**src/rtl/picobello_mcast_b_join_pkg.sv**
```systemverilog
// Shared types for the multicast B-join: destination mask, tracking entry and AXI resp merge.
package picobello_mcast_b_join_pkg;

  localparam int unsigned McastNumX    = 4;
  localparam int unsigned McastNumY    = 4;
  localparam int unsigned McastNumDst  = McastNumX * McastNumY;
  localparam int unsigned McastIdWidth = 4;

  typedef logic [1:0] axi_resp_t;

  localparam axi_resp_t RespOkay   = 2'b00;
  localparam axi_resp_t RespExOkay = 2'b01;
  localparam axi_resp_t RespSlvErr = 2'b10;
  localparam axi_resp_t RespDecErr = 2'b11;

  typedef logic [McastNumDst-1:0] mcast_dst_mask_t;

  typedef struct packed {
    logic                    valid;
    logic [McastIdWidth-1:0] id;
    mcast_dst_mask_t         pending;
    axi_resp_t               resp;
  } mcast_entry_t;

  // EXOKAY has no meaning for a multicast, so it folds into OKAY before taking the worst code.
  function automatic axi_resp_t resp_merge(axi_resp_t a, axi_resp_t b);
    axi_resp_t na, nb;
    na = (a == RespExOkay) ? RespOkay : a;
    nb = (b == RespExOkay) ? RespOkay : b;
    return (na > nb) ? na : nb;
  endfunction

endpackage

```
**src/rtl/picobello_mcast_b_join_if.sv**
```systemverilog
// Request / per-destination response / merged B bundle of the multicast B-join.
interface picobello_mcast_b_join_if #(
  parameter int unsigned AddrWidth = 48,
  parameter int unsigned IdWidth   = 4,
  parameter int unsigned SrcWidth  = 4
);
  logic                 req_valid_i;
  logic                 req_ready_o;
  logic [AddrWidth-1:0] req_addr_i;
  logic [AddrWidth-1:0] req_mask_i;
  logic [IdWidth-1:0]   req_id_i;
  logic                 rsp_valid_i;
  logic                 rsp_ready_o;
  logic [SrcWidth-1:0]  rsp_src_i;
  logic [1:0]           rsp_resp_i;
  logic                 b_valid_o;
  logic                 b_ready_i;
  logic [IdWidth-1:0]   b_id_o;
  logic [1:0]           b_resp_o;
  logic                 err_unexp_o;

  modport master (
    output req_valid_i, req_addr_i, req_mask_i, req_id_i,
    output rsp_valid_i, rsp_src_i, rsp_resp_i, b_ready_i,
    input  req_ready_o, rsp_ready_o, b_valid_o, b_id_o, b_resp_o, err_unexp_o
  );

  modport slave (
    input  req_valid_i, req_addr_i, req_mask_i, req_id_i,
    input  rsp_valid_i, rsp_src_i, rsp_resp_i, b_ready_i,
    output req_ready_o, rsp_ready_o, b_valid_o, b_id_o, b_resp_o, err_unexp_o
  );
endinterface

```
**src/rtl/picobello_mcast_b_join_dst_decode.sv**
```systemverilog
// Combinational addr+mask -> set of destination tiles; shared with the request fork.
module picobello_mcast_b_join_dst_decode #(
  parameter int unsigned NumX      = 4,
  parameter int unsigned NumY      = 4,
  parameter int unsigned OffsetX   = 20,
  parameter int unsigned LenX      = 2,
  parameter int unsigned OffsetY   = 18,
  parameter int unsigned LenY      = 2,
  parameter int unsigned AddrWidth = 48
) (
  input  logic [AddrWidth-1:0] addr_i,
  input  logic [AddrWidth-1:0] mask_i,
  output logic [NumX*NumY-1:0] dst_o
);
  logic [LenX-1:0] ax, mx;
  logic [LenY-1:0] ay, my;
  logic            unused_bits;

  assign ax = addr_i[OffsetX +: LenX];
  assign mx = mask_i[OffsetX +: LenX];
  assign ay = addr_i[OffsetY +: LenY];
  assign my = mask_i[OffsetY +: LenY];
  assign unused_bits = ^{addr_i, mask_i};

  // A tile matches when it agrees with the address on every unmasked coordinate bit;
  // coordinates that cannot be expressed in LenX/LenY bits are never reachable.
  for (genvar gx = 0; gx < NumX; gx++) begin : g_x
    for (genvar gy = 0; gy < NumY; gy++) begin : g_y
      if ((gx < (1 << LenX)) && (gy < (1 << LenY))) begin : g_sel
        localparam logic [LenX-1:0] XC = LenX'(gx);
        localparam logic [LenY-1:0] YC = LenY'(gy);
        assign dst_o[gx*NumY+gy] = ((XC & ~mx) == (ax & ~mx)) && ((YC & ~my) == (ay & ~my));
      end else begin : g_none
        assign dst_o[gx*NumY+gy] = 1'b0;
      end
    end
  end
endmodule

```
**src/rtl/picobello_mcast_b_join.sv**
```systemverilog
// Joins the per-tile B responses of each multicast write into one in-order merged B.
module picobello_mcast_b_join
  import picobello_mcast_b_join_pkg::*;
#(
  parameter int unsigned NumX      = McastNumX,
  parameter int unsigned NumY      = McastNumY,
  parameter int unsigned OffsetX   = 20,
  parameter int unsigned LenX      = 2,
  parameter int unsigned OffsetY   = 18,
  parameter int unsigned LenY      = 2,
  parameter int unsigned MaxTxns   = 4,
  parameter int unsigned IdWidth   = McastIdWidth,
  parameter int unsigned AddrWidth = 48
) (
  input logic clk_i,
  input logic rst_ni,
  picobello_mcast_b_join_if.slave bus
);
  localparam int unsigned NumDst = NumX * NumY;
  localparam int unsigned PtrW   = (MaxTxns > 1) ? $clog2(MaxTxns) : 1;
  localparam int unsigned CntW   = $clog2(MaxTxns + 1);

  mcast_entry_t    tbl [MaxTxns];
  logic [PtrW-1:0] head, tail, hit_idx, idx;
  logic [CntW-1:0] cnt;
  mcast_dst_mask_t dec_mask;
  logic            alloc, pop, hit, b_valid, err_q;

  picobello_mcast_b_join_dst_decode #(
    .NumX(NumX), .NumY(NumY), .OffsetX(OffsetX), .LenX(LenX),
    .OffsetY(OffsetY), .LenY(LenY), .AddrWidth(AddrWidth)
  ) i_decode (
    .addr_i (bus.req_addr_i),
    .mask_i (bus.req_mask_i),
    .dst_o  (dec_mask)
  );

  function automatic logic [PtrW-1:0] ptr_inc(logic [PtrW-1:0] p);
    return (32'(p) == MaxTxns - 1) ? '0 : p + 1'b1;
  endfunction

  // No bypass when full: a same-cycle pop frees the slot only for the next cycle.
  assign bus.req_ready_o = (cnt != CntW'(MaxTxns));
  assign bus.rsp_ready_o = 1'b1;
  assign alloc           = bus.req_valid_i && bus.req_ready_o;

  assign b_valid         = tbl[head].valid && (tbl[head].pending == '0);
  assign pop             = b_valid && bus.b_ready_i;
  assign bus.b_valid_o   = b_valid;
  assign bus.b_id_o      = b_valid ? tbl[head].id : '0;
  assign bus.b_resp_o    = b_valid ? tbl[head].resp : RespOkay;
  assign bus.err_unexp_o = err_q;

  // Oldest-first search: walk from head so the response lands on the earliest write still waiting on that tile.
  always_comb begin
    hit     = 1'b0;
    hit_idx = '0;
    idx     = '0;
    for (int k = 0; k < MaxTxns; k++) begin
      idx = PtrW'((32'(head) + 32'(k)) % MaxTxns);
      if (!hit && tbl[idx].valid && tbl[idx].pending[bus.rsp_src_i]) begin
        hit     = 1'b1;
        hit_idx = idx;
      end
    end
  end

  always_ff @(posedge clk_i or negedge rst_ni) begin
    if (!rst_ni) begin
      for (int i = 0; i < MaxTxns; i++) tbl[i] <= '0;
      head  <= '0;
      tail  <= '0;
      cnt   <= '0;
      err_q <= 1'b0;
    end else begin
      err_q <= bus.rsp_valid_i && !hit;
      if (bus.rsp_valid_i && hit) begin
        tbl[hit_idx].pending[bus.rsp_src_i] <= 1'b0;
        tbl[hit_idx].resp <= resp_merge(tbl[hit_idx].resp, bus.rsp_resp_i);
      end
      // An empty destination set completes immediately as a decode error.
      if (alloc) begin
        tbl[tail] <= '{valid:   1'b1,
                       id:      bus.req_id_i,
                       pending: dec_mask,
                       resp:    (dec_mask == '0) ? RespDecErr : RespOkay};
        tail <= ptr_inc(tail);
      end
      if (pop) begin
        tbl[head].valid <= 1'b0;
        head <= ptr_inc(head);
      end
      cnt <= cnt + CntW'(alloc) - CntW'(pop);
    end
  end
endmodule
```
**src/flat_wrapper.sv**
```systemverilog
// flat-port wrapper written by rule: the top's interface ports become plain ports
module picobello_mcast_b_join_flat import picobello_mcast_b_join_pkg::*;
#(
  parameter int unsigned NumX      = McastNumX,
  parameter int unsigned NumY      = McastNumY,
  parameter int unsigned OffsetX   = 20,
  parameter int unsigned LenX      = 2,
  parameter int unsigned OffsetY   = 18,
  parameter int unsigned LenY      = 2,
  parameter int unsigned MaxTxns   = 4,
  parameter int unsigned IdWidth   = McastIdWidth,
  parameter int unsigned AddrWidth = 48
)
  (clk_i, rst_ni, bus_req_valid_i, bus_req_addr_i, bus_req_mask_i, bus_req_id_i, bus_rsp_valid_i, bus_rsp_src_i, bus_rsp_resp_i, bus_b_ready_i, bus_req_ready_o, bus_rsp_ready_o, bus_b_valid_o, bus_b_id_o, bus_b_resp_o, bus_err_unexp_o);
  picobello_mcast_b_join_if #(.AddrWidth(AddrWidth), .IdWidth(IdWidth)) bus_i ();
  input logic clk_i;
  input logic rst_ni;
  input wire logic [$bits(bus_i.req_valid_i)-1:0] bus_req_valid_i;
  input wire logic [$bits(bus_i.req_addr_i)-1:0] bus_req_addr_i;
  input wire logic [$bits(bus_i.req_mask_i)-1:0] bus_req_mask_i;
  input wire logic [$bits(bus_i.req_id_i)-1:0] bus_req_id_i;
  input wire logic [$bits(bus_i.rsp_valid_i)-1:0] bus_rsp_valid_i;
  input wire logic [$bits(bus_i.rsp_src_i)-1:0] bus_rsp_src_i;
  input wire logic [$bits(bus_i.rsp_resp_i)-1:0] bus_rsp_resp_i;
  input wire logic [$bits(bus_i.b_ready_i)-1:0] bus_b_ready_i;
  output wire logic [$bits(bus_i.req_ready_o)-1:0] bus_req_ready_o;
  output wire logic [$bits(bus_i.rsp_ready_o)-1:0] bus_rsp_ready_o;
  output wire logic [$bits(bus_i.b_valid_o)-1:0] bus_b_valid_o;
  output wire logic [$bits(bus_i.b_id_o)-1:0] bus_b_id_o;
  output wire logic [$bits(bus_i.b_resp_o)-1:0] bus_b_resp_o;
  output wire logic [$bits(bus_i.err_unexp_o)-1:0] bus_err_unexp_o;
  assign bus_i.req_valid_i = bus_req_valid_i;
  assign bus_i.req_addr_i = bus_req_addr_i;
  assign bus_i.req_mask_i = bus_req_mask_i;
  assign bus_i.req_id_i = bus_req_id_i;
  assign bus_i.rsp_valid_i = bus_rsp_valid_i;
  assign bus_i.rsp_src_i = bus_rsp_src_i;
  assign bus_i.rsp_resp_i = bus_rsp_resp_i;
  assign bus_i.b_ready_i = bus_b_ready_i;
  assign bus_req_ready_o = bus_i.req_ready_o;
  assign bus_rsp_ready_o = bus_i.rsp_ready_o;
  assign bus_b_valid_o = bus_i.b_valid_o;
  assign bus_b_id_o = bus_i.b_id_o;
  assign bus_b_resp_o = bus_i.b_resp_o;
  assign bus_err_unexp_o = bus_i.err_unexp_o;
  picobello_mcast_b_join #(.NumX(NumX), .NumY(NumY), .OffsetX(OffsetX), .LenX(LenX), .OffsetY(OffsetY), .LenY(LenY), .MaxTxns(MaxTxns), .IdWidth(IdWidth), .AddrWidth(AddrWidth)) u_core (.clk_i(clk_i), .rst_ni(rst_ni), .bus(bus_i));
endmodule
```
**config.mk**
```make
export PLATFORM = sky130hd
export DESIGN_NAME = picobello_mcast_b_join_flat
export DESIGN_NICKNAME = d
export VERILOG_FILES = /design/src/rtl/picobello_mcast_b_join_pkg.sv /design/src/rtl/picobello_mcast_b_join_if.sv /design/src/rtl/picobello_mcast_b_join_dst_decode.sv /design/src/rtl/picobello_mcast_b_join.sv /design/src/flat_wrapper.sv
export SDC_FILE = /design/constraint.sdc
export NUM_CORES = 1
export LEC_CHECK = 0
export BUFFER_PORTS_ARGS = -buffer_cell sky130_fd_sc_hd__buf_2
export CAP_MARGIN = 20
export CORE_MARGIN = 1.5
export CORE_UTILIZATION = 55
export CTS_CLUSTER_DIAMETER = 200
export CTS_CLUSTER_SIZE = 10
export DETAILED_ROUTE_END_ITERATION = 16
export GPL_TIMING_DRIVEN = 0
export HOLD_SLACK_MARGIN = 0.03
export PLACE_DENSITY = 0.8
export SLEW_MARGIN = 20
export SYNTH_ARGS = -nofsm -noshare
export SYNTH_HDL_FRONTEND = slang
export SYNTH_SLANG_ARGS = --single-unit
```
**constraint.sdc**
```tcl
create_clock -name clk_i -period 7 [get_ports clk_i]
set_input_delay 0.7 -clock clk_i [delete_from_list [all_inputs] [get_ports clk_i]]
set_output_delay 0.7 -clock clk_i [all_outputs]
set_load 0.005 [all_outputs]
```
==> results of run 1 <==
==> path summary, 6_finish.rpt <==
kind,start,endpoint,cells after the start
setup / recovery,u_core.head[0],u_core.tbl[0],21
hold / removal,rst_ni,u_core.cnt[2],1
setup reg to reg,u_core.head[0],u_core.tbl[0],21
hold reg to reg,flop,flop,1
max in group asynchronous,rst_ni,u_core.tbl[5],2
min in group clk_i,flop,flop,1
==> kinds of logic (layout without fill, tap and decap cells) <==
| logic type | Yosys count | count (layout) | synth area share |
|---|---|---|---|
| simple gates | 194 | 194 | 0.1303 |
| mux | 115 | 115 | 0.2451 |
| flops | 100 | 100 | 0.3234 |
| fa+ha+maj | 14 | 14 | 0.02361 |
| other cells | 1 | 1 | 0.0004846 |
| xor+xnor | 2 | 2 | 0.002264 |
| compound gates | 237 | 237 | 0.2045 |
| buf+inv | 78 | 123 | 0.07033 |
==> critical path: cells and delay by family, from the launching register on <==
kind                       cells  cell delay (ps)
and+or+nand+nor                5              980
adders and majority gates      2              770
buffers and inverters          6             1130
DFF                            1              400
muxes                          1              540
AOI/OAI and AO/OA              7             2320
==> metal layers <==
| metal | GRT usage | up-vias |
|---|---|---|
| li1 | - | 2970 |
| met1 | 0.4856 | 3552 |
| met2 | 0.6292 | 526 |
| met3 | 0.1231 | 101 |
| met4 | 0.1353 | 0 |
| met5 | 0 | - |
==> cell usage after synthesis (all sizes together) (16+ instances only) <==
master	instances	area [um2]
dfrtp	100	2502
mux2	39	439.2
nand2	49	196.4
nor2	46	175.2
o211ai	68	510.5
a21oi	25	125.1
nand3	16	80.08
nor3	17	85.08
buf	21	200.2
inv	21	78.82
mux2i	26	260.3
mux4	50	1197
o21ai	86	430.4
clkbuf	36	265.3
==> power groups by stage <==
stage | clock network (mW) | registers [mW] | logic (mW)
3_3_place_gp | 0 | 1.15 | 2.54
6_report | 0.500 | 1.18 | 2.67
5_1_grt | 0.525 | 1.20 | 2.81
3_5_place_dp | 0 | 1.16 | 2.58
2_1_floorplan | 0 | 1.00 | 1.95
4_1_cts | 0.497 | 1.15 | 2.60
==> cell type report <==
class / instances / share of cell area
well taps: 180 / 0.02672
clock inverters: 7 / 0.007867
inverters: 21 / 0.009351
repair buffers: 29 / 0.02063
clock buffers: 9 / 0.02672
plain buffers: 57 / 0.05522
flip-flops and latches: 100 / 0.2969
multi-input cells: 563 / 0.5566
==> stage by stage <==
stage	hold slack, ps	setup WS (ps)	power [mW]	instance area, um2	std cells
2_1_floorplan	404.4	1918	2.954	7739	741
3_3_place_gp	480.7	1010	3.687	8104	949
3_5_place_dp	493.6	895.8	3.747	8138	950
4_1_cts	266.4	857.2	4.252	8429	966
5_1_grt	277.8	553.1	4.531	8429	966
6_report	246.5	730.0	4.353	8429	966
==> qor.json, run 1 <==
{
  "floorplanning": {
    "core.rowCount": 43,
    "die_w_um": 121.6,
    "initial_utilization": 0.5597,
    "die-height_um": 121.6,
    "floorplan.die_area_um2": 14790,
    "core_region_area_um2": 13830,
    "ios": 121
  },
  "detailed_routing": {
    "post_drt_via_cell_ratio": 7.401,
    "routed-wl-met3_um": 3324,
    "wl_per_cell_um": 28.83,
    "routed-via-count": 7149,
    "remaining_drc_errors": 0,
    "length_of_routed_met2_wiring_um": 13130,
    "finalWirelength_um": 27850,
    "detail_route.iter0.violations": 874,
    "maxUsedRoutingLayer": "met4",
    "dr.pass1.iters": 6,
    "routedLengthMet1_um": 10420,
    "detail-route-antenna-nets": 0
  },
  "grt": {
    "largest_net_degree_at_the_start_of_global_routing": 59,
    "antenna_found_initial": 0,
    "first_global_vias": 6870,
    "grt.overflow.total": 0,
    "grt_use_total": 0.3861,
    "grt_first_pass_wirelength_um": 41460
  },
  "power_and_ir_drop": {
    "p_sw_mw": 2.073,
    "ir_drop_mv": 0.2889,
    "leakage_nw": 3.457,
    "sequential_share_of_power": 0.272,
    "power.switching_fraction": 0.4761,
    "combinationalPowerShare": 0.614,
    "p_int_mw": 2.281,
    "p_per_area_nw_per_um2": 516.5,
    "clockPowerShare": 0.115
  },
  "finish": {
    "synthesis_to_finish_area_growth_pct": 8.925,
    "post_route_cells_drive_above_1_share": 0.2341,
    "antenna-diode-count": 0,
    "layout.cells.most_common_list": "sky130_fd_sc_hd__dfrtp_1, sky130_fd_sc_hd__o21ai_0, sky130_fd_sc_hd__o211ai_1, sky130_fd_sc_hd__nor2_1, sky130_fd_sc_hd__nand2_1",
    "design.final.nets": 906,
    "finalCoreUtilization": 0.6096,
    "sequential_cell_area_um2": 2502,
    "mostFrequentLayoutCell": "sky130_fd_sc_hd__dfrtp_1",
    "n_fill_cell": 1132,
    "multi_input_combinational_cell_area_um2": 4692
  },
  "cts": {
    "clk_pin_slew_ps": 80,
    "cts_buffers": 9,
    "clock_tree_root_driver_cell": "sky130_fd_sc_hd__clkbuf_16",
    "post_cts_resize_count": 0,
    "htreeDepth": 3,
    "cts_hold_buf": 0,
    "post_cts_setup_buffer_count": 0,
    "clockBufferDepth": 2,
    "clkLatencyLatePin_ps": 370,
    "tritoncts_num_sinks": 100,
    "cts_tree": "built"
  },
  "critical_path": {
    "crit_path_top_delay_cell": "sky130_fd_sc_hd__a2111oi_0",
    "cp.arrival_ps": 6510,
    "required_ps": 7240,
    "timing.setup.critical_path_class": "reg2reg",
    "critical_path.startpoint_type": "flop",
    "kind_of_end_point_of_the_critical_path": "flop",
    "timing.critical_path.cells": "buf_6 -> buf_6 -> inv_1 -> clkbuf_8 -> ha_1 -> buf_6 -> mux4_2 -> and2_1 -> a2111oi_0 -> or4_4 -> o21a_1 -> nor2_1 -> a32o_1 -> a2111o_1 -> o32ai_4 -> inv_1 -> ha_1 -> and2b_2 -> and2b_2 -> a211oi_1 -> a21oi_1",
    "reg2reg_setup_slack_ps": 730,
    "critPathMostFrequentCell": "sky130_fd_sc_hd__buf_6",
    "critical_path.max_fanout": 11,
    "max_stage_delay_ps": 560
  },
  "job": {
    "cap_violations": 0
  },
  "sta": {
    "fin_worst_skew_ps": 20.06,
    "layout_min_cycle_time_ps": 6270,
    "layout_worst_path_cycle_share": 0.8957,
    "finalMaxSlewViolations": 0,
    "fin_setup_tns_ps": 0,
    "setup_viol_count_final": 0,
    "worst_pin_slew_ps": 1022,
    "setup_repair_after_global_routing_missed_its_margin": "false",
    "hold_viol_final": 0,
    "timing.slew.headroom": 0.3135,
    "fmaxAchievable_mhz": 159.5
  },
  "placement": {
    "post-dp-hpwl_um": 20500,
    "numPortBuffers": 28,
    "place_congestion": 0.9667
  },
  "synthesis": {
    "synth_area_per_cell_um2": 10.44,
    "synth-edff-count": 0,
    "netlist_area_um2": 7739,
    "post_synth_cell_types": 83,
    "ys_ff_latch": 100,
    "synthesis.instances": 741,
    "ys.flop_type": "sky130_fd_sc_hd__dfrtp_1",
    "yosysWarnings": 0,
    "syn_nets": 866,
    "yosysSeqAreaShare": 0.3234,
    "synth-async-reset-ratio": 1.000
  },
  "worst_hold_path": {
    "hold_class": "in2async"
  },
  "outcome": {
    "run_status": "finished clean"
  }
}
(Power assumes the default switching activity.)
==> run 2, diff against run 1 <==
--- a/config.mk
+++ b/config.mk
@@ -18,4 +18,5 @@
 export SLEW_MARGIN = 20
 export SYNTH_ARGS = -nofsm -noshare
 export SYNTH_HDL_FRONTEND = slang
+export SYNTH_HIERARCHICAL = 1
 export SYNTH_SLANG_ARGS = --single-unit
==> run 2 against run 1 <==
  * Combinational power is 9.7% lower
  * Design area is 0.27% lower
  * Global-route usage is 1.4 points higher
  * Sequential power is 9% higher
  * Synthesized cell count is 16% higher
  * Register-to-register slack worse by 210 ps
  * Clock power is 5.6% lower
  * Utilization is 0.075 points higher
  * Critical path type unchanged
  * Sequential share of layout area is 0.080 points higher
  * Worst hold slack worse by 17 ps
  * Clock skew is 15 ps lower
  * Clock-buffer cell count is 2 higher
==> qor.json, run 2 <==
{
  "sta": {
    "fmaxAchievable": {"value": 154.2, "unit": "MHz", "change": "-3.3%"},
    "worst_pin_slew": {"value": 1117, "unit": "ps", "change": "+94.74 ps"},
    "setup_viol_count_final": {"value": 0, "change": "unchanged"},
    "layout_worst_path_cycle_share": {"value": 0.9262, "change": "+0.03050"},
    "finalMaxSlewViolations": {"value": 0, "change": "unchanged"},
    "fin_worst_skew": {"value": 5.437, "unit": "ps", "change": "-14.63 ps"},
    "setup_repair_after_global_routing_missed_its_margin": "false",
    "fin_setup_tns": {"value": 0, "unit": "ps", "change": "unchanged"},
    "hold_viol_final": {"value": 0, "change": "unchanged"},
    "timing.slew.headroom": {"value": 0.2488, "change": "-0.06478"},
    "worst_hold_slack": {"value": 229.6, "unit": "ps", "change": "-16.92 ps"},
    "layout_min_cycle_time": {"value": 6484, "unit": "ps", "change": "+213.5 ps"}
  },
  "floorplanning": {
    "die-height": {"value": 121.4, "unit": "um", "change": "-0.18%"},
    "core.rowCount": {"value": 43, "change": "unchanged"},
    "ios": {"value": 121, "change": "unchanged"},
    "floorplan.die_area": {"value": 14740, "unit": "um2", "change": "-0.35%"},
    "core_region_area": {"value": 13770, "unit": "um2", "change": "-0.39%"},
    "die_w": {"value": 121.4, "unit": "um", "change": "-0.18%"},
    "initial_utilization": {"value": 0.5599, "change": "about the same"}
  },
  "placement": {
    "place_congestion": {"value": 1.037, "change": "+7.3%"},
    "numPortBuffers": {"value": 30, "change": "+7.1%"},
    "post-dp-hpwl": {"value": 20250, "unit": "um", "change": "-1.2%"}
  },
  "critical_path": {
    "cp.arrival": {"value": 6750, "unit": "ps", "change": "+240 ps"},
    "crit_path_top_delay_cell": "sky130_fd_sc_hd__a2111oi_0",
    "worstReg2RegEnd": "u_core/tbl[0]",
    "reg2reg_setup_slack": {"value": 520, "unit": "ps", "change": "-210 ps"},
    "max_stage_delay": {"value": 850, "unit": "ps", "change": "+290 ps"},
    "worst_setup_path_startpoint": "u_core/head[0]",
    "timing.setup.critical_path_class": "reg2reg",
    "required": {"value": 7260, "unit": "ps", "change": "+20 ps"},
    "critical_path.max_fanout": {"value": 11, "change": "unchanged"},
    "kind_of_end_point_of_the_critical_path": "flop",
    "critPathTopFamily": "compound AO/OA/AOI/OAI gates",
    "timing.critical_path.buf_inv": {"value": 7, "change": "+1"},
    "critical_path.startpoint_type": "flop",
    "timing.critical_path.cells": "buf_4 -> buf_6 -> inv_2 -> clkbuf_1 -> ha_1 -> buf_2 -> buf_2 -> mux4_2 -> nor2_1 -> a2111oi_0 -> o32ai_1 -> o21a_1 -> or2_1 -> a221oi_1 -> nand3_1 -> and2_1 -> ha_1 -> inv_1 -> o2111ai_1 -> nand3_1 -> o31ai_1",
    "worstRegToRegCells": {"value": 21, "change": "unchanged"},
    "timing.rr.start": "u_core/head[0]"
  },
  "grt": {
    "grt_use_met2": {"value": 0.5742, "change": "-0.05508"},
    "largest_net_degree_at_the_start_of_global_routing": {"value": 66, "change": "+12%"},
    "antenna_found_initial": {"value": 0, "change": "unchanged"},
    "groute.layer.met3.usage": {"value": 0.1100, "change": "-0.01316"},
    "first_global_vias": {"value": 7324, "change": "+6.6%"},
    "global_route.peak_usage_layer": "met2",
    "grt_use_total": {"value": 0.4001, "change": "+0.01406"},
    "gr-usage-met1": {"value": 0.5553, "change": "+0.06970"},
    "grt.overflow.total": {"value": 0, "change": "unchanged"},
    "grt_first_pass_wirelength": {"value": 43530, "unit": "um", "change": "+5.0%"}
  },
  "cts": {
    "cts_buffers": {"value": 9, "change": "unchanged"},
    "htreeDepth": {"value": 3, "change": "unchanged"},
    "post_cts_setup_buffer_count": {"value": 0, "change": "unchanged"},
    "clk_pin_slew": {"value": 70, "unit": "ps", "change": "about the same"},
    "clock_tree_root_driver_cell": "sky130_fd_sc_hd__clkbuf_16",
    "clkLatencyLatePin": {"value": 350, "unit": "ps", "change": "-20 ps"},
    "post_cts_resize_count": {"value": 0, "change": "unchanged"},
    "cts_hold_buf": {"value": 0, "change": "unchanged"},
    "tritoncts_num_sinks": {"value": 100, "change": "unchanged"},
    "cts_tree": "built",
    "clockBufferDepth": {"value": 2, "change": "unchanged"}
  },
  "power_and_ir_drop": {
    "leakage": {"value": 3.565, "unit": "nW", "change": "+3.1%"},
    "ir_drop": {"value": 0.2253, "unit": "mV", "change": "-22%"},
    "p_per_area": {"value": 496.8, "unit": "nW/um2", "change": "-3.8%"}
  },
  "synthesis": {
    "yosysMostFrequentCell": "sky130_fd_sc_hd__nand2_1",
    "yosysWarnings": {"value": 6, "change": "+6"},
    "syn_nets": {"value": 987, "change": "+14%"},
    "post_synth_cell_types": {"value": 64, "change": "-23%"},
    "yosysSeqAreaShare": {"value": 0.3245, "change": "+0.001154"},
    "ys.flop_type": "sky130_fd_sc_hd__dfrtp_1",
    "ys_ff_latch": {"value": 100, "change": "unchanged"},
    "synth-edff-count": {"value": 0, "change": "unchanged"},
    "area_share_of_the_leading_cell_type_in_the_synthesized_netlist": {"value": 0.3245, "change": "+0.001154"},
    "synthesis.instances": {"value": 862, "change": "+16%"},
    "synth_commonest_cells": "sky130_fd_sc_hd__nand2_1, sky130_fd_sc_hd__o21ai_0, sky130_fd_sc_hd__dfrtp_1, sky130_fd_sc_hd__mux2i_1, sky130_fd_sc_hd__mux4_2",
    "synthDominantAreaCellType": "sky130_fd_sc_hd__dfrtp_1",
    "synth-async-reset-ratio": {"value": 1.000, "change": "unchanged"},
    "synth_area_per_cell": {"value": 8.946, "unit": "um2", "change": "-14%"},
    "netlist_area": {"value": 7711, "unit": "um2", "change": "-0.36%"},
    "synth_area_leaders": "sky130_fd_sc_hd__dfrtp_1, sky130_fd_sc_hd__mux4_2, sky130_fd_sc_hd__o21ai_0, sky130_fd_sc_hd__nand2_1, sky130_fd_sc_hd__mux2i_1"
  },
  "detailed_routing": {
    "detail-route-antenna-nets": {"value": 0, "change": "unchanged"},
    "finalWirelength": {"value": 28310, "unit": "um", "change": "+1.7%"},
    "post_drt_via_cell_ratio": {"value": 7.238, "change": "-2.2%"},
    "routed-via-count": {"value": 7882, "change": "+10%"},
    "remaining_drc_errors": {"value": 0, "change": "unchanged"},
    "wl_per_cell": {"value": 25.99, "unit": "um", "change": "-9.8%"},
    "detail_route.iter0.violations": {"value": 1407, "change": "+61%"},
    "dr.pass1.iters": {"value": 6, "change": "unchanged"}
  },
  "finish": {
    "design.final.nets": {"value": 1029, "change": "+14%"},
    "layout.cells.most_common_list": "sky130_fd_sc_hd__nand2_1, sky130_fd_sc_hd__o21ai_0, sky130_fd_sc_hd__dfrtp_1, sky130_fd_sc_hd__mux2i_1, sky130_fd_sc_hd__mux4_2",
    "post_route_cells_drive_above_1_share": {"value": 0.1551, "change": "-0.07898"},
    "antenna-diode-count": {"value": 0, "change": "unchanged"},
    "synthesis_to_finish_area_growth": {"value": 9.022, "unit": "%", "change": "about the same"},
    "mostFrequentLayoutCell": "sky130_fd_sc_hd__nand2_1"
  },
  "worst_hold_path": {
    "hold_class": "in2async"
  },
  "outcome": {
    "run_status": "finished clean"
  },
  "job": {
    "cap_violations": {"value": 0, "change": "unchanged"}
  }
}
-- run 2: cell type report --
type	count	area [um2]
Inverter	22	82.58
Tap cell	180	225.2
Timing Repair Buffer	31	183.9
Buffer	63	326.6
Clock buffer	11	242.7
Clock inverter	5	37.54
Fill cell	1236	5366
Sequential cell	100	2502
Multi-Input combinational cell	677	4806
-- run 2: worst reg2reg max path: stages (launching register included) --
cell	delay [ps]
sky130_fd_sc_hd__dfrtp_1	470
sky130_fd_sc_hd__buf_4	280
sky130_fd_sc_hd__buf_6	230
sky130_fd_sc_hd__inv_2	130
sky130_fd_sc_hd__clkbuf_1	320
sky130_fd_sc_hd__ha_1	460
sky130_fd_sc_hd__buf_2	330
sky130_fd_sc_hd__buf_2	380
sky130_fd_sc_hd__mux4_2	270
sky130_fd_sc_hd__nor2_1	40
sky130_fd_sc_hd__a2111oi_0	850
sky130_fd_sc_hd__o32ai_1	320
sky130_fd_sc_hd__o21a_1	300
sky130_fd_sc_hd__or2_1	270
sky130_fd_sc_hd__a221oi_1	370
sky130_fd_sc_hd__nand3_1	170
sky130_fd_sc_hd__and2_1	190
sky130_fd_sc_hd__ha_1	290
sky130_fd_sc_hd__inv_1	60
sky130_fd_sc_hd__o2111ai_1	170
sky130_fd_sc_hd__nand3_1	230
sky130_fd_sc_hd__o31ai_1	290
-- run 2: logic make-up (layout without fill, tap and decap cells) --
group	after synthesis	after routing	share of synthesized area
fa+ha+maj	14	14	0.02369
flops	100	100	0.3245
other cells	1	1	0.0004863
buf+inv	85	132	0.05306
simple gates	320	320	0.1958
xor+xnor	2	2	0.002272
mux	105	105	0.2168
compound gates	235	235	0.1834
-- run 2: through the flow --
step	cells	cell area (um2)	worst slack, ps	util	total power [mW]
detailed placement	1073	8120	782.3	0.5896	3.583
floorplan	862	7711	1994	-	2.801
global placement	1072	8087	730.5	0.5871	3.554
CTS	1089	8401	762.2	0.6099	4.060
finish	1089	8407	516.5	0.6104	4.176
global route	1089	8407	118.2	0.6104	4.383
-- run 2: worst max path at each step --
stage / to / slack [ps] / depth (start not counted)
finish: u_core/tbl[0] / 520 / 21
global route: u_core/tbl[23] / 120 / 21
CTS: u_core/tbl[46] / 760 / 21
detailed placement: u_core/tbl[46] / 780 / 21
global placement: u_core/tbl[0] / 730 / 21
floorplan: u_core/tbl[0] / 1990 / 21
-- run 2: where the power goes --
part / total [mW] / internal, mW / switching, mW
combinational: 2.41 / 1.03 / 1.38
clock: 0.472 / 0.251 / 0.221
sequential: 1.29 / 0.822 / 0.470
-- run 2: routing by layer --
layer,part of all wire,wire (um)
met3,0.14,3970
met5,0,0
met1,0.37,10490
met4,0.058,1645
met2,0.43,12200
==> run 3, diff against run 2 <==
--- a/config.mk
+++ b/config.mk
@@ -7,10 +7,11 @@
 export LEC_CHECK = 0
 export BUFFER_PORTS_ARGS = -buffer_cell sky130_fd_sc_hd__buf_2
 export CAP_MARGIN = 20
+export CORE_ASPECT_RATIO = 0.7
 export CORE_MARGIN = 1.5
 export CORE_UTILIZATION = 55
 export CTS_CLUSTER_DIAMETER = 200
-export CTS_CLUSTER_SIZE = 10
+export CTS_CLUSTER_SIZE = 28
 export DETAILED_ROUTE_END_ITERATION = 16
 export GPL_TIMING_DRIVEN = 0
 export HOLD_SLACK_MARGIN = 0.03
==> run 3 against run 2 <==
  * Wire length grew 2.8%
  * Sequential share of layout area down 0.075 points
  * Critical path depth is the same
  * Largest power group unchanged
  * Non-clock buffer count unchanged
  * Clock-buffer cell count increased by 1
==> qor.json, run 3 (synthesized netlist as in run 2, its figures left out) <==
{
  "outcome": {
    "run_status": "finished clean"
  },
  "finish": {
    "synthesis_to_finish_area_growth_pct": 9.297,
    "post_route_cells_drive_above_1_share": {"value": 0.1553, "change": "+0.0001708"},
    "antenna-diode-count": {"value": 0, "change": "unchanged"},
    "mostFrequentLayoutCell": "sky130_fd_sc_hd__nand2_1",
    "sequential_cell_area": {"value": 2502, "unit": "um2", "change": "unchanged"},
    "design.final.nets": {"value": 1029, "change": "unchanged"},
    "multi_input_combinational_cell_area": {"value": 4806, "unit": "um2", "change": "unchanged"},
    "layout.cells.most_common_list": "sky130_fd_sc_hd__nand2_1, sky130_fd_sc_hd__o21ai_0, sky130_fd_sc_hd__dfrtp_1, sky130_fd_sc_hd__mux2i_1, sky130_fd_sc_hd__mux4_2",
    "n_fill_cell": {"value": 1141, "change": "-7.7%"}
  },
  "critical_path": {
    "timing.setup.critical_path_class": "reg2reg",
    "max_stage_delay": {"value": 610, "unit": "ps", "change": "-240 ps"},
    "reg2reg_setup_slack": {"value": 570, "unit": "ps", "change": "+50 ps"},
    "critical_path.startpoint_type": "flop",
    "critical_path.max_fanout": {"value": 11, "change": "unchanged"},
    "crit_path_top_delay_cell": "sky130_fd_sc_hd__o32ai_1",
    "timing.rr.start": "u_core/head[0]",
    "critical_path.endpoint": "u_core/tbl[46]",
    "kind_of_end_point_of_the_critical_path": "flop",
    "worst_setup_path_startpoint": "u_core/head[0]",
    "worstRegToRegCells": {"value": 21, "change": "unchanged"},
    "cp.arrival": {"value": 6680, "unit": "ps", "change": "-70 ps"},
    "required": {"value": 7250, "unit": "ps", "change": "about the same"},
    "worstReg2RegEnd": "u_core/tbl[46]",
    "timing.critical_path.cells": "buf_4 -> buf_6 -> inv_2 -> clkbuf_1 -> ha_1 -> buf_2 -> buf_2 -> mux4_2 -> a22oi_1 -> a31oi_1 -> o32ai_1 -> nor2_1 -> or4_1 -> nand3_1 -> and2_1 -> nor2_1 -> ha_1 -> o211ai_1 -> o31a_1 -> nand3_1 -> o31ai_1"
  },
  "placement": {
    "place_congestion": {"value": 1.077, "change": "+3.9%"},
    "post-dp-hpwl": {"value": 21140, "unit": "um", "change": "+4.4%"},
    "numPortBuffers": {"value": 30, "change": "unchanged"}
  },
  "floorplanning": {
    "floorplan.die_area": {"value": 14750, "unit": "um2", "change": "about the same"},
    "core_region_area": {"value": 13400, "unit": "um2", "change": "-2.7%"},
    "ios": {"value": 121, "change": "unchanged"},
    "die_w": {"value": 144.5, "unit": "um", "change": "+19%"},
    "core.rowCount": {"value": 35, "change": "-19%"},
    "initial_utilization": {"value": 0.5754, "change": "+0.01558"},
    "die-height": {"value": 102.1, "unit": "um", "change": "-16%"}
  },
  "sta": {
    "layout_worst_path_cycle_share": {"value": 0.9191, "change": "-0.007140"},
    "layout_min_cycle_time": {"value": 6434, "unit": "ps", "change": "-49.98 ps"},
    "hold_viol_final": {"value": 0, "change": "unchanged"},
    "fmaxAchievable": {"value": 155.4, "unit": "MHz", "change": "+0.78%"},
    "finalMaxSlewViolations": {"value": 0, "change": "unchanged"},
    "setup_viol_count_final": {"value": 0, "change": "unchanged"},
    "worst_pin_slew": {"value": 1121, "unit": "ps", "change": "+4.275 ps"},
    "setup_repair_after_global_routing_missed_its_margin": "false",
    "fin_worst_skew": {"value": 6.814, "unit": "ps", "change": "+1.377 ps"},
    "fin_setup_tns": {"value": 0, "unit": "ps", "change": "unchanged"},
    "timing.slew.headroom": {"value": 0.2459, "change": "-0.002876"}
  },
  "detailed_routing": {
    "routed-via-count": {"value": 7909, "change": "+0.34%"},
    "detail-route-antenna-nets": {"value": 0, "change": "unchanged"},
    "wl_per_cell": {"value": 26.61, "unit": "um", "change": "+2.4%"},
    "remaining_drc_errors": {"value": 0, "change": "unchanged"},
    "post_drt_via_cell_ratio": {"value": 7.236, "change": "about the same"},
    "detail_route.iter0.violations": {"value": 1112, "change": "-21%"},
    "finalWirelength": {"value": 29090, "unit": "um", "change": "+2.8%"},
    "dr.pass1.iters": {"value": 6, "change": "unchanged"}
  },
  "cts": {
    "cts_buffers": {"value": 9, "change": "unchanged"},
    "post_cts_setup_buffer_count": {"value": 0, "change": "unchanged"},
    "clock_tree_root_driver_cell": "sky130_fd_sc_hd__clkbuf_16",
    "cts_hold_buf": {"value": 0, "change": "unchanged"},
    "tritoncts_num_sinks": {"value": 100, "change": "unchanged"},
    "clk_pin_slew": {"value": 70, "unit": "ps", "change": "about the same"},
    "post_cts_resize_count": {"value": 0, "change": "unchanged"},
    "htreeDepth": {"value": 3, "change": "unchanged"},
    "cts_tree": "built",
    "clkLatencyLatePin": {"value": 340, "unit": "ps", "change": "about the same"},
    "clockBufferDepth": {"value": 2, "change": "unchanged"}
  },
  "job": {
    "cap_violations": {"value": 0, "change": "unchanged"}
  },
  "power_and_ir_drop": {
    "p_int": {"value": 2.121, "unit": "mW", "change": "+0.95%"},
    "power": {"value": 4.247, "unit": "mW", "change": "+1.7%"},
    "combinationalPowerShare": {"value": 0.571, "change": "-0.007"},
    "power.switching_fraction": {"value": 0.5006, "change": "+0.003667"},
    "ir_drop": {"value": 0.2743, "unit": "mV", "change": "+22%"},
    "leakage": {"value": 3.580, "unit": "nW", "change": "+0.43%"},
    "p_per_area": {"value": 503.9, "unit": "nW/um2", "change": "+1.4%"},
    "clockPowerShare": {"value": 0.117, "change": "+0.004"},
    "p_sw": {"value": 2.126, "unit": "mW", "change": "+2.4%"},
    "sequential_share_of_power": {"value": 0.312, "change": "+0.003"}
  },
  "grt": {
    "largest_net_degree_at_the_start_of_global_routing": {"value": 53, "change": "-20%"},
    "grt_use_total": {"value": 0.4163, "change": "+0.01619"},
    "grt.overflow.total": {"value": 0, "change": "unchanged"},
    "antenna_found_initial": {"value": 0, "change": "unchanged"},
    "first_global_vias": {"value": 7313, "change": "-0.15%"},
    "grt_first_pass_wirelength": {"value": 44450, "unit": "um", "change": "+2.1%"}
  },
  "worst_hold_path": {
    "hold_class": "in2async"
  }
}
run 3: per-stage QoR:
step	area [um2]	utilization	setup slack (ps)	instances	hold slack, ps
floorplan	7711	-	1994	862	404.4
global placement	8093	0.6039	815.0	1077	453.4
detailed placement	8127	0.6064	800.9	1078	460.8
CTS	8422	0.6285	743.6	1093	301.9
global route	8428	0.6289	309.3	1093	326.1
finish	8428	0.6289	566.4	1093	290.4
run 3: area by class of cell:
class / count / area share
Buffer: 63 / 0.03875
Clock buffer: 12 / 0.03162
Clock inverter: 3 / 0.003414
Inverter: 22 / 0.009798
Multi-Input combinational cell: 677 / 0.5702
Sequential cell: 100 / 0.2969
Tap cell: 185 / 0.02746
Timing Repair Buffer: 31 / 0.02182
run 3: how the worst min path moves through the flow:
stage	cells after the start	endpoint
3_5_place_dp	2	flop
3_3_place_gp	2	flop
5_1_grt	1	async pin
2_1_floorplan	0	async pin
4_1_cts	1	async pin
6_report	1	async pin
run 3: power by group through the flow:
stage               logic (mW)  clock network (mW)  registers, mW
finish                    2.42               0.498           1.32
global route              2.60               0.518           1.32
CTS                       2.36               0.494           1.26
detailed placement        2.34                   0           1.27
global placement          2.31                   0           1.26
floorplan                 1.77                   0           1.03
run 3: critical path: cells and delay by family, from the launching register on:
kind                     cells  cell delay [ps]
AND/OR/NAND/NOR              6             1320
multiplexers                 1              350
AO/OA/AOI/OAI                6             1740
buffers and inverters        6             1810
flip-flops                   1              450
adder cells (fa/ha/maj)      2              660
run 3: layer usage:
layer / wire length (um) / GRT usage
met2: 11230 / 0.5517
met3: 4930 / 0.1387
met5: 0 / 0
met1: 11610 / 0.6171
met4: 1323 / 0.1810
